File: src/rtl/multicycle_controller.sv
// Multicycle instruction controller: accepts one instruction per handshake, runs it through
// a one-cycle execute phase and, for ATC, a bounded memory wait, and counts retirements.
//
// state      | meaning
// -----------+-------------------------------------------------------------
// S_IDLE     | ready for an instruction; no strobes
// S_EXEC     | one-cycle decode/execute of grp_q/cmd_q; strobes valid here
// S_ATC_WAIT | ATC memory request outstanding until mem_ack or timeout
module multicycle_controller #(
    parameter int ALU_OP_W    = 4,
    parameter int ATC_TIMEOUT = 15,
    parameter int TMO_W       = 4,
    parameter int COUNT_W     = 16
) (
    input  logic                clock,
    input  logic                reset,
    input  logic                instr_valid,
    output logic                instr_ready,
    input  logic [2:0]          command_group,
    input  logic [2:0]          command,
    input  logic                alu_cond,
    input  logic                mem_ack,
    input  logic                mem_flag,
    output logic                write_enable,
    output logic [ALU_OP_W-1:0] alu_op,
    output logic                branch_taken,
    output logic                atc_req,
    output logic                illegal,
    output logic                atc_timeout,
    output logic [COUNT_W-1:0]  retired_count
);

    localparam logic [2:0] GRP_NOP = 3'd0;
    localparam logic [2:0] GRP_MOV = 3'd1;
    localparam logic [2:0] GRP_JMP = 3'd2;
    localparam logic [2:0] GRP_ACC = 3'd3;
    localparam logic [2:0] GRP_ATC = 3'd4;

    localparam logic [2:0] MOV_SHL = 3'd1;
    localparam logic [2:0] MOV_SHR = 3'd2;

    localparam logic [2:0] ACC_UAD = 3'd0;
    localparam logic [2:0] ACC_SAD = 3'd1;
    localparam logic [2:0] ACC_UMT = 3'd2;
    localparam logic [2:0] ACC_SMT = 3'd3;
    localparam logic [2:0] ACC_AND = 3'd4;
    localparam logic [2:0] ACC_OR  = 3'd5;
    localparam logic [2:0] ACC_XOR = 3'd6;

    localparam logic [2:0] JMP_UNC = 3'd0;
    localparam logic [2:0] JMP_EQ  = 3'd1;
    localparam logic [2:0] JMP_ULT = 3'd2;
    localparam logic [2:0] JMP_SLT = 3'd3;
    localparam logic [2:0] JMP_ULE = 3'd4;
    localparam logic [2:0] JMP_SLE = 3'd5;

    localparam logic [ALU_OP_W-1:0] ALU_PUR = ALU_OP_W'(0);
    localparam logic [ALU_OP_W-1:0] ALU_SHL = ALU_OP_W'(1);
    localparam logic [ALU_OP_W-1:0] ALU_SHR = ALU_OP_W'(2);
    localparam logic [ALU_OP_W-1:0] ALU_UAD = ALU_OP_W'(3);
    localparam logic [ALU_OP_W-1:0] ALU_SAD = ALU_OP_W'(4);
    localparam logic [ALU_OP_W-1:0] ALU_UMT = ALU_OP_W'(5);
    localparam logic [ALU_OP_W-1:0] ALU_SMT = ALU_OP_W'(6);
    localparam logic [ALU_OP_W-1:0] ALU_AND = ALU_OP_W'(7);
    localparam logic [ALU_OP_W-1:0] ALU_OR  = ALU_OP_W'(8);
    localparam logic [ALU_OP_W-1:0] ALU_XOR = ALU_OP_W'(9);
    localparam logic [ALU_OP_W-1:0] ALU_UNC = ALU_OP_W'(10);
    localparam logic [ALU_OP_W-1:0] ALU_EQ  = ALU_OP_W'(11);
    localparam logic [ALU_OP_W-1:0] ALU_ULT = ALU_OP_W'(12);
    localparam logic [ALU_OP_W-1:0] ALU_SLT = ALU_OP_W'(13);
    localparam logic [ALU_OP_W-1:0] ALU_ULE = ALU_OP_W'(14);
    localparam logic [ALU_OP_W-1:0] ALU_SLE = ALU_OP_W'(15);

    localparam logic [TMO_W-1:0] TMO_LAST = TMO_W'(ATC_TIMEOUT - 1);

    typedef enum logic [1:0] {
        S_IDLE     = 2'd0,
        S_EXEC     = 2'd1,
        S_ATC_WAIT = 2'd2
    } state_t;

    state_t             state;
    logic [2:0]         grp_q;
    logic [2:0]         cmd_q;
    logic [TMO_W-1:0]   tmo_cnt;
    logic [COUNT_W-1:0] retired_q;

    assign retired_count = retired_q;

    always_ff @(posedge clock or posedge reset) begin
        if (reset) begin
            state     <= S_IDLE;
            grp_q     <= GRP_NOP;
            cmd_q     <= 3'd0;
            tmo_cnt   <= '0;
            retired_q <= '0;
        end else begin
            case (state)
                S_IDLE: begin
                    if (instr_valid) begin
                        grp_q <= command_group;
                        cmd_q <= command;
                        state <= S_EXEC;
                    end
                end
                S_EXEC: begin
                    if (grp_q == GRP_ATC) begin
                        tmo_cnt <= '0;
                        state   <= S_ATC_WAIT;
                    end else begin
                        retired_q <= retired_q + COUNT_W'(1);
                        state     <= S_IDLE;
                    end
                end
                S_ATC_WAIT: begin
                    // ack and the timeout limit in the same cycle: the ack completes normally
                    if (mem_ack || tmo_cnt == TMO_LAST) begin
                        retired_q <= retired_q + COUNT_W'(1);
                        state     <= S_IDLE;
                    end else begin
                        tmo_cnt <= tmo_cnt + TMO_W'(1);
                    end
                end
                default: state <= S_IDLE;
            endcase
        end
    end

    always_comb begin
        instr_ready  = 1'b0;
        write_enable = 1'b0;
        alu_op       = ALU_PUR;
        branch_taken = 1'b0;
        atc_req      = 1'b0;
        illegal      = 1'b0;
        atc_timeout  = 1'b0;
        case (state)
            S_IDLE: instr_ready = 1'b1;
            S_EXEC: begin
                case (grp_q)
                    GRP_NOP: ;
                    GRP_MOV: begin
                        write_enable = 1'b1;
                        case (cmd_q)
                            MOV_SHL: alu_op = ALU_SHL;
                            MOV_SHR: alu_op = ALU_SHR;
                            default: alu_op = ALU_PUR;
                        endcase
                    end
                    GRP_ACC: begin
                        write_enable = 1'b1;
                        case (cmd_q)
                            ACC_UAD: alu_op = ALU_UAD;
                            ACC_SAD: alu_op = ALU_SAD;
                            ACC_UMT: alu_op = ALU_UMT;
                            ACC_SMT: alu_op = ALU_SMT;
                            ACC_AND: alu_op = ALU_AND;
                            ACC_OR:  alu_op = ALU_OR;
                            ACC_XOR: alu_op = ALU_XOR;
                            default: alu_op = ALU_PUR;
                        endcase
                    end
                    GRP_JMP: begin
                        branch_taken = alu_cond;
                        case (cmd_q)
                            JMP_UNC: alu_op = ALU_UNC;
                            JMP_EQ:  alu_op = ALU_EQ;
                            JMP_ULT: alu_op = ALU_ULT;
                            JMP_SLT: alu_op = ALU_SLT;
                            JMP_ULE: alu_op = ALU_ULE;
                            JMP_SLE: alu_op = ALU_SLE;
                            default: begin
                                illegal      = 1'b1;
                                branch_taken = 1'b0;
                            end
                        endcase
                    end
                    GRP_ATC: ;
                    default: illegal = 1'b1;
                endcase
            end
            S_ATC_WAIT: begin
                atc_req = 1'b1;
                if (mem_ack) begin
                    branch_taken = mem_flag;
                end else if (tmo_cnt == TMO_LAST) begin
                    atc_timeout = 1'b1;
                end
            end
            default: ;
        endcase
    end

endmodule

File: config.mk
export PLATFORM = sky130hd
export DESIGN_NAME = multicycle_controller
export DESIGN_NICKNAME = d
export VERILOG_FILES = /design/src/rtl/multicycle_controller.sv
export SDC_FILE = /design/constraint.sdc
export NUM_CORES = 1
export LEC_CHECK = 0
export BUFFER_PORTS_ARGS = -buffer_cell sky130_fd_sc_hd__buf_2
export CELL_PAD_IN_SITES_DETAIL_PLACEMENT = 1
export CELL_PAD_IN_SITES_GLOBAL_PLACEMENT = 1
export CORE_MARGIN = 3
export CORE_UTILIZATION = 42
export CTS_BUF_LIST = sky130_fd_sc_hd__clkbuf_2 sky130_fd_sc_hd__clkbuf_4 sky130_fd_sc_hd__clkbuf_8
export DETAILED_ROUTE_END_ITERATION = 16
export PLACE_DENSITY_LB_ADDON = 0.2
export SETUP_SLACK_MARGIN = 0.5
export SYNTH_ARGS = -nofsm -noshare
export SYNTH_HDL_FRONTEND = slang
export SYNTH_SLANG_ARGS = --single-unit
File: constraint.sdc
create_clock -name clock -period 2.1 [get_ports clock]
set_input_delay 0.42 -clock clock [delete_from_list [all_inputs] [get_ports clock]]
set_output_delay 0.42 -clock clock [all_outputs]
set_load 0.02 [all_outputs]
==> impl_metrics.tcl, run 1 <==
set metrics [dict create \
    die_h_um 70.1 \
    start_kind "register" \
    cp_max_fo 5 \
    final_cells 298 \
    drt-total-wl_um 7190 \
    async_flop_share 1.00 \
    netlist_area_um2 1720 \
    antenna_found_initial 0 \
    ys_warn_count 0 \
    drcViolationCount 0 \
    hold_violations 0 \
    fin_area_um2 2670 \
    timing.reg2reg.setup_slack_ns 0.05 \
    tightest_slew_ns 0.455 \
    cts.clk_slew.worst_paths_ns 0.10 \
    yosysUniqueCellTypes 39 \
    leakagePower_nw 1.24 \
    crit_path_end_kind "output pin" \
    fmax_mhz 475 \
    multi_input_area_um2 1250 \
    fin_util 0.703 \
    grt.overflow.total 0 \
    gr-usage-all-layers 0.219 \
    tritoncts "yes" \
    ys_ff_latch 28 \
    clock_latency_ns 0.28 \
    drv_cap 0 \
    power_density_nw_per_um2 1490 \
    die_w_um 70.1 \
    whs_ns 0.199 \
    rsz0062_at_grt "yes" \
    h-tree-depth 1 \
    fin_setup_tns_ns -0.00708 \
    dr.first_iter.drc_count 95 \
    dp.cells 258 \
    synth_edf_count 0 \
    dieArea_um2 4910 \
    core_region_area_um2 3800 \
    start_util 0.454 \
    status "complete, but fails checks" \
    violations "setup timing" \
    min_period_ns 2.11 \
    r2r_end "tmo_cnt[0]" \
    seq_area_um2 707 \
    dp_slack_ns 0.210 \
    num-fill-cells 405 \
    slew_headroom 0.697 \
    finalSetupViolCount 2 \
    r2r_start "grp_q[0]" \
    reg2reg_depth 7 \
    critical_path_class "reg -> out" \
    slew_violations 0 \
    drive_gt1_frac 0.564 \
    grt_first_pass_wirelength_um 8660 \
    placed_area_um2 2060 \
    clock_path_buffers 2 \
    area_delta_synth_final_pct 54.8 \
    synth_seq_area_share 0.406 \
    dpl.hpwl_um 3260 \
    drtAntennaViolNets 0 \
    clock_sinks 28 \
    antenna_cells 0 \
    wire_per_inst_um 24.1 \
    grt_max_degree 29 \
    hp-class "in -> async" \
    fp-row-count 22 \
    postSynthCellCount 178 \
    vias 1727 \
    mostFrequentLayoutCell "buf_2" \
    syn_nets 199 \
    dr.pass1.iters 4 \
    cp-startpoint "cmd_q[2]" \
    worstPathArrival_ns 1.69 \
    viasPerCell 5.80 \
    port_buffers 37 \
    power_mw 3.97 \
    period_share 1.00 \
    io_pins 38 \
    routabilityCongestion 0.823 \
    fin_ws_ns -0.00537 \
    cts_buffers 3 \
    ir_drop_v 0.000898 \
    root_buffer "clkbuf_8" \
    avgSynthCellArea_um2 9.69 \
    finalNetCount 272 \
    most-common-layout-cells "buf_2, buf_4, dfrtp_1" \
    required_ns 1.68 \
    synthFlopType "dfrtp_1" \
    first_global_vias 1728 \
    finalClockSkew_ns 0.00874 \
]
==> kinds of logic (layout without fill, tap and decap cells) <==
group                    Yosys count  in the layout  synth area share
AO/OA/AOI/OAI                     26             26             0.112
XOR/XNOR                          16             16            0.0813
adder cells (fa/ha/maj)            9              9            0.0653
buffers and inverters             17             89            0.0414
flip-flops                        28             28             0.406
multiplexers                       9              9            0.0573
AND/OR/NAND/NOR                   73             73             0.236
==> metal layers <==
metal	vias to the layer above	GRT usage	routed length, um
met4	0	0.0957	297
met2	67	0.400	3800
li1	772	-	-
met1	866	0.254	2820
met5	-	0	0
met3	22	0.0288	273
==> area by class of cell <==
cell class              instances  share of cell area
multi-input cells             133               0.467
flip-flops and latches         28               0.265
repair buffers                 75               0.211
well taps                      48              0.0225
clock buffers                   4              0.0206
inverters                      10              0.0141
==> cell usage after synthesis (5+ instances only) <==
library cell / number / area [um^2]
nand3_1: 6 / 30.0
inv_1: 10 / 37.5
nand4_1: 8 / 50.1
ha_1: 9 / 113
nand2_1: 13 / 48.8
nor2_1: 18 / 67.6
a21oi_1: 7 / 35.0
and3_1: 5 / 31.3
clkbuf_1: 5 / 18.8
and2_1: 5 / 31.3
xnor2_1: 15 / 131
mux2_2: 7 / 78.8
dfrtp_1: 28 / 701
==> power breakdown <==
group	internal, mW	switching (mW)	leakage (nW)	total (mW)
logic	1.23	1.34	0.850	2.58
clock network	0.168	0.174	0.0288	0.342
registers	0.720	0.335	0.358	1.06
total	2.12	1.85	1.24	3.97
==> worst max path at each step <==
| stage | slack (ns) | end | cells past startpoint |
|---|---|---|---|
| finish | -0.005 | alu_op[1] | 6 |
| global route | -0.09 | alu_op[1] | 6 |
| CTS | 0.09 | alu_op[0] | 6 |
| detailed placement | 0.21 | alu_op[0] | 6 |
| global placement | 0.28 | alu_op[0] | 6 |
| floorplan | 0.39 | branch_taken | 6 |
==> state kept, by name, indices dropped and copies added, names as in the netlist <==
name and count:
retired_count 16, tmo_cnt 4, cmd_q 3, grp_q 3, state 2
==> timing repair <==
item	in CTS	in global routing
hold buffers	0	0
gates resized for setup	37	37
pin swaps	4	14
setup endpoints to repair	27	31
buffers inserted	22	13
gates cloned	1	0
==> worst max-delay path, stage by stage, from the launching register on <==
cell and delay (ns):
dfrtp_2 0.46, buf_4 0.16, nor2_2 0.14, mux2i_1 0.11, o22ai_2 0.23, o2bb2ai_4 0.13, buf_2 0.18
(Power assumes the default switching activity.)
==> run 2, diff against run 1 <==
==> constraint.sdc (replaced) <==
create_clock -name clock -period 2.3 [get_ports clock]
set_input_delay 0.46 -clock clock [delete_from_list [all_inputs] [get_ports clock]]
set_output_delay 0.46 -clock clock [all_outputs]
set_load 0.02 [all_outputs]
==> run 2 against run 1 <==
Against the previous run:
- worst hold slack improved by 0.045 ns
- design area fell by 4.8%
- sequential power fell by 12%
- first-iteration DRC count fell by 62%
- wire length fell by 24%
- non-clock buffer count fell by 11
- power fell by 17%
- critical path type unchanged
- the run now ends clean
- combinational power fell by 20%
- global-route usage fell by 0.45 points
- final cell count fell by 3.7%
==> impl_metrics.tcl, run 2 (synthesized netlist as in run 1, its figures left out) <==
set metrics [dict create \
    drtAntennaViolNets 0 \
    most-common-layout-cells "buf_2, dfrtp_1, buf_6, buf_4, nor2_1" \
    min_period_ns 2.09 \
    viasPerCell 5.52 \
    h-tree-depth 1 \
    die_h_um 70.1 \
    antenna_cells 0 \
    port_buffers 37 \
    ir_drop_v 0.000706 \
    grt_first_pass_wirelength_um 8710 \
    crit_path_end_kind "output pin" \
    dieArea_um2 4910 \
    die_w_um 70.1 \
    gr-usage-all-layers 0.215 \
    drive_gt1_frac 0.502 \
    dp_slack_ns 0.253 \
    area_delta_synth_final_pct 47.4 \
    vias 1585 \
    routabilityCongestion 0.827 \
    drv_cap 0 \
    io_pins 38 \
    finalClockSkew_ns 0.00328 \
    grt_max_degree 29 \
    dpl.hpwl_um 3260 \
    drt-total-wl_um 5430 \
    wire_per_inst_um 18.9 \
    fin_util 0.669 \
    cts.clk_slew.worst_paths_ns 0.09 \
    mostFrequentLayoutCell "buf_2" \
    clock_latency_ns 0.27 \
    dr.first_iter.drc_count 36 \
    first_global_vias 1762 \
    leakagePower_nw 1.17 \
    power_density_nw_per_um2 1300 \
    hold_buffers 0 \
    fp-row-count 22 \
    critical_path_class "reg -> out" \
    num-fill-cells 413 \
    finalSetupViolCount 0 \
    period_share 0.909 \
    finalNetCount 261 \
    cp_max_fo 4 \
    slew_violations 0 \
    core_region_area_um2 3800 \
    worstPathArrival_ns 1.63 \
    fin_ws_ns 0.209 \
    dr.pass1.iters 4 \
    hold_violations 0 \
    grt.overflow.total 0 \
    status "completed" \
    largest_register_ffs 16 \
    root_buffer "clkbuf_8" \
    start_kind "register" \
    rsz0062_at_grt "yes" \
    tightest_slew_ns 0.486 \
    required_ns 1.84 \
    tritoncts "yes" \
    antenna_found_initial 0 \
    slew_headroom 0.676 \
    clock_path_buffers 2 \
    drcViolationCount 0 \
    start_util 0.454 \
    hp-class "in -> async" \
    cts_buffers 3 \
    clock_sinks 28 \
    fin_setup_tns_ns 0 \
    fmax_mhz 478 \
]
run 2: cell count changes in the layout (fill, tap and decap cells not counted), sizes merged:
cell / before / now
buf: 75 / 63
clkbuf: 4 / 5
run 2: routing by layer:
layer	GRT usage	routed length [um]	up-vias
met5	0	0	-
met3	0.0259	172	6
li1	-	-	748
met2	0.397	2970	42
met4	0.0553	47	0
met1	0.262	2240	789
run 2: path summary, 6_finish.rpt:
kind	depth (start not counted)	to	slack, ns	from
worst max-delay path	5	alu_op[0]	0.21	cmd_q[2]
worst min-delay path	3	retired_count[0]	0.24	reset
worst max register to register	9	retired_count[13]	0.36	state[1]
worst min register to register	1	retired_count[15]	0.49	retired_count[15]
max in group asynchronous	3	grp_q[0]	1.76	reset
min in group clock	2	grp_q[1]	0.42	command_group[1]
run 2: critical path, stage by stage, from the launching register on:
cell and delay [ns]:
dfrtp_2 0.45, nand2b_4 0.16, o41ai_2 0.30, a31oi_1 0.16, nor2b_2 0.16, buf_6 0.12
run 2: cell type report:
class	count	area (um^2)	area share
flip-flops and latches	28	706	0.278
inverters	10	37.5	0.0148
clock buffers	4	55.1	0.0217
repair buffers	64	484	0.191
well taps	48	60.1	0.0236
multi-input cells	133	1200	0.472
run 2: through the flow:
step                total power [mW]  instance area [um^2]  cells  hold slack, ns
finish                          3.30                  2540    287           0.244
detailed placement              2.15                  1980    258           0.473
floorplan                       1.82                  1750    178           0.505
global placement                2.07                  1980    258           0.461
CTS                             2.96                  2340    281           0.253
global route                    3.52                  2540    287           0.285
run 2: repair_timing:
item,in CTS,in global routing
setup endpoints to repair,23,25
gates cloned,1,0
setup buffers,18,6
gates resized for setup,43,29
endpoints found under the hold margin,0,0
pin swaps,12,13
run 2: power breakdown:
group	switching [mW]	leakage, nW	internal [mW]	total [mW]
sequential	0.274	0.359	0.656	0.930
clock	0.150	0.0288	0.153	0.303
combinational	1.07	0.786	1.00	2.07
==> run 3, diff against run 2 <==
--- a/config.mk
+++ b/config.mk
@@ -5,11 +5,13 @@
 export SDC_FILE = /design/constraint.sdc
 export NUM_CORES = 1
 export LEC_CHECK = 0
+export ABC_AREA = 1
+export ABC_CLOCK_PERIOD_IN_PS = 2300
 export BUFFER_PORTS_ARGS = -buffer_cell sky130_fd_sc_hd__buf_2
 export CELL_PAD_IN_SITES_DETAIL_PLACEMENT = 1
 export CELL_PAD_IN_SITES_GLOBAL_PLACEMENT = 1
 export CORE_MARGIN = 3
-export CORE_UTILIZATION = 42
+export CORE_UTILIZATION = 40
 export CTS_BUF_LIST = sky130_fd_sc_hd__clkbuf_2 sky130_fd_sc_hd__clkbuf_4 sky130_fd_sc_hd__clkbuf_8
 export DETAILED_ROUTE_END_ITERATION = 16
 export PLACE_DENSITY_LB_ADDON = 0.2
==> run 3 against run 2 <==
Against the previous run:
- via count up 22%
- sequential share of layout area rose by 1.1 points
- clock-buffer cell count is the same
- power shrank 21%
- final cell count is 23% higher
- critical path type unchanged
- highest routed layer unchanged
==> impl_metrics.tcl, run 3 <==
set metrics [dict create \
    wire_per_inst_um 17.1 \
    netlist_area_um2 1800 \
    postSynthCellCount 244 \
    async_flop_share 1.00 \
    die_h_um 73.1 \
    min_period_ns 2.07 \
    ys_ff_latch 28 \
    ys_top_cells_by_count "nand2_1, dfrtp_1, nor2_1, inv_1, nand3_1" \
    synthFlopType "dfrtp_1" \
    root_buffer "clkbuf_8" \
    fmax_mhz 484 \
    slowest_stage "dfrtp_2" \
    drtAntennaViolNets 0 \
    gr-usage-all-layers 0.229 \
    dr.first_iter.drc_count 106 \
    finalSetupViolCount 0 \
    final_cells 353 \
    grt_max_degree 29 \
    tightest_slew_ns 0.438 \
    dieArea_um2 5340 \
    clock_path_buffers 2 \
    slowest_delay_ns 0.46 \
    area_delta_synth_final_pct 36.3 \
    ir_drop_v 0.000591 \
    synth_edf_count 0 \
    cts.clk_slew.worst_paths_ns 0.11 \
    antenna_found_initial 0 \
    dpl.hpwl_um 3450 \
    cts_buffers 3 \
    core_region_area_um2 4170 \
    dr.pass1.iters 4 \
    synth.top_cell.area_share 0.389 \
    fp-row-count 23 \
    most-common-layout-cells "nand2_1, buf_2, nor2_1" \
    drt-total-wl_um 6030 \
    cp_cell_sequence "inv_2 > nand2_1 > nor2_1 > nand4_1 > nand3_1 > nand2_1 > inv_2 > buf_6" \
    drcViolationCount 0 \
    largest_register_ffs 16 \
    status "completed" \
    io_pins 38 \
    mostFrequentLayoutCell "nand2_1" \
    avgSynthCellArea_um2 7.38 \
    slew_headroom 0.707 \
    yosysUniqueCellTypes 27 \
    timing.reg2reg.setup_slack_ns 0.61 \
    required_ns 1.84 \
    clock_sinks 28 \
    drv_cap 0 \
    critical_path_class "reg -> out" \
    antenna_cells 0 \
    worstPathArrival_ns 1.61 \
    start_util 0.431 \
    crit_path_end_kind "output pin" \
    tritoncts "yes" \
    start_kind "register" \
    clock_latency_ns 0.28 \
    grt_first_pass_wirelength_um 9730 \
    die_w_um 73.1 \
    synth_seq_area_share 0.389 \
    vias 1938 \
    leakagePower_nw 1.13 \
    hold_violations 0 \
    ys_top_cells_by_area "dfrtp_1, nand2_1, ha_1, nor2_1, inv_1" \
    reg2reg_depth 9 \
    first_global_vias 2011 \
    syn_nets 265 \
    rsz0062_at_grt "yes" \
    routabilityCongestion 0.786 \
    fin_setup_tns_ns 0 \
    hold_buffers 0 \
    ys_warn_count 0 \
    synth_area_leader_cell "dfrtp_1" \
    finalNetCount 325 \
    grt.overflow.total 0 \
    synth.most_common_cell "nand2_1" \
    period_share 0.898 \
    dp.cells 329 \
    port_buffers 37 \
    drive_gt1_frac 0.353 \
    viasPerCell 5.49 \
    finalClockSkew_ns 0.00346 \
    slew_violations 0 \
    hp-class "in -> async" \
    h-tree-depth 1 \
    power_density_nw_per_um2 1060 \
    cp_max_fo 3 \
]
==> run 3: path summary, 6_finish.rpt <==
path	startpoint	endpoint
setup / recovery	grp_q[2]	alu_op[1]
hold / removal	reset	retired_count[11]
setup reg to reg	state[1]	retired_count[10]
hold reg to reg	retired_count[11]	retired_count[11]
max in group asynchronous	reset	cmd_q[1]
min in group clock	command[0]	cmd_q[0]
==> run 3: cells by family after synthesis <==
kind of cell               after synthesis  share of synthesized area
and+or+nand+nor                        142                      0.367
AOI/OAI and AO/OA                       32                     0.0938
buffers and inverters                   28                     0.0632
DFF                                     28                      0.389
adders and majority gates                9                     0.0625
xor gates and xnor gates                 5                     0.0243
==> run 3: critical path, delay by kind of cell, from the launching register on <==
family	cells	cell delay, ns
buf+inv	3	0.25
flops	1	0.46
simple gates	5	0.61
==> run 3: layout make-up <==
class                      count  area (um^2)
timing repair buffer          58          395
tap                           50         62.6
multi-input combinational    188         1130
fill                         533         1720
inverter                      25          101
sequential                    28          708
clock buffer                   4         55.1
==> run 3: stage by stage <==
| stage | hold WS (ns) | utilization | power [mW] | setup slack, ns | instance area [um^2] |
|---|---|---|---|---|---|
| finish | 0.230 | 0.588 | 2.61 | 0.234 | 2450 |
| global placement | 0.505 | 0.490 | 1.75 | 0.514 | 2040 |
| CTS | 0.250 | 0.564 | 2.40 | 0.392 | 2350 |
| detailed placement | 0.530 | 0.490 | 1.78 | 0.475 | 2040 |
| floorplan | 0.478 | - | 1.52 | 0.522 | 1810 |
| global route | 0.261 | 0.588 | 2.78 | 0.132 | 2450 |
==> run 3: what timing repair did <==
action / CTS / global route
resized for setup: 34 / 26
setup buffers: 19 / 1
endpoints found under the setup margin: 10 / 21
gates cloned: 0 / 0
pin swaps: 10 / 9
==> run 3: per-layer routing <==
layer  GRT usage  routed length (um)  up-vias
met5           0                   0        -
met4      0.0533                 129        0
met3      0.0220                 159       13
met2       0.380                2990       39
met1       0.320                2750      970
li1            -                   -      916
==> run 3: power by group <==
| part | leakage, nW | switching (mW) | internal, mW |
|---|---|---|---|
| Clock | 0.0288 | 0.173 | 0.154 |
| Sequential | 0.357 | 0.165 | 0.614 |
| Combinational | 0.743 | 0.920 | 0.583 |
| Total | 1.13 | 1.26 | 1.35 |
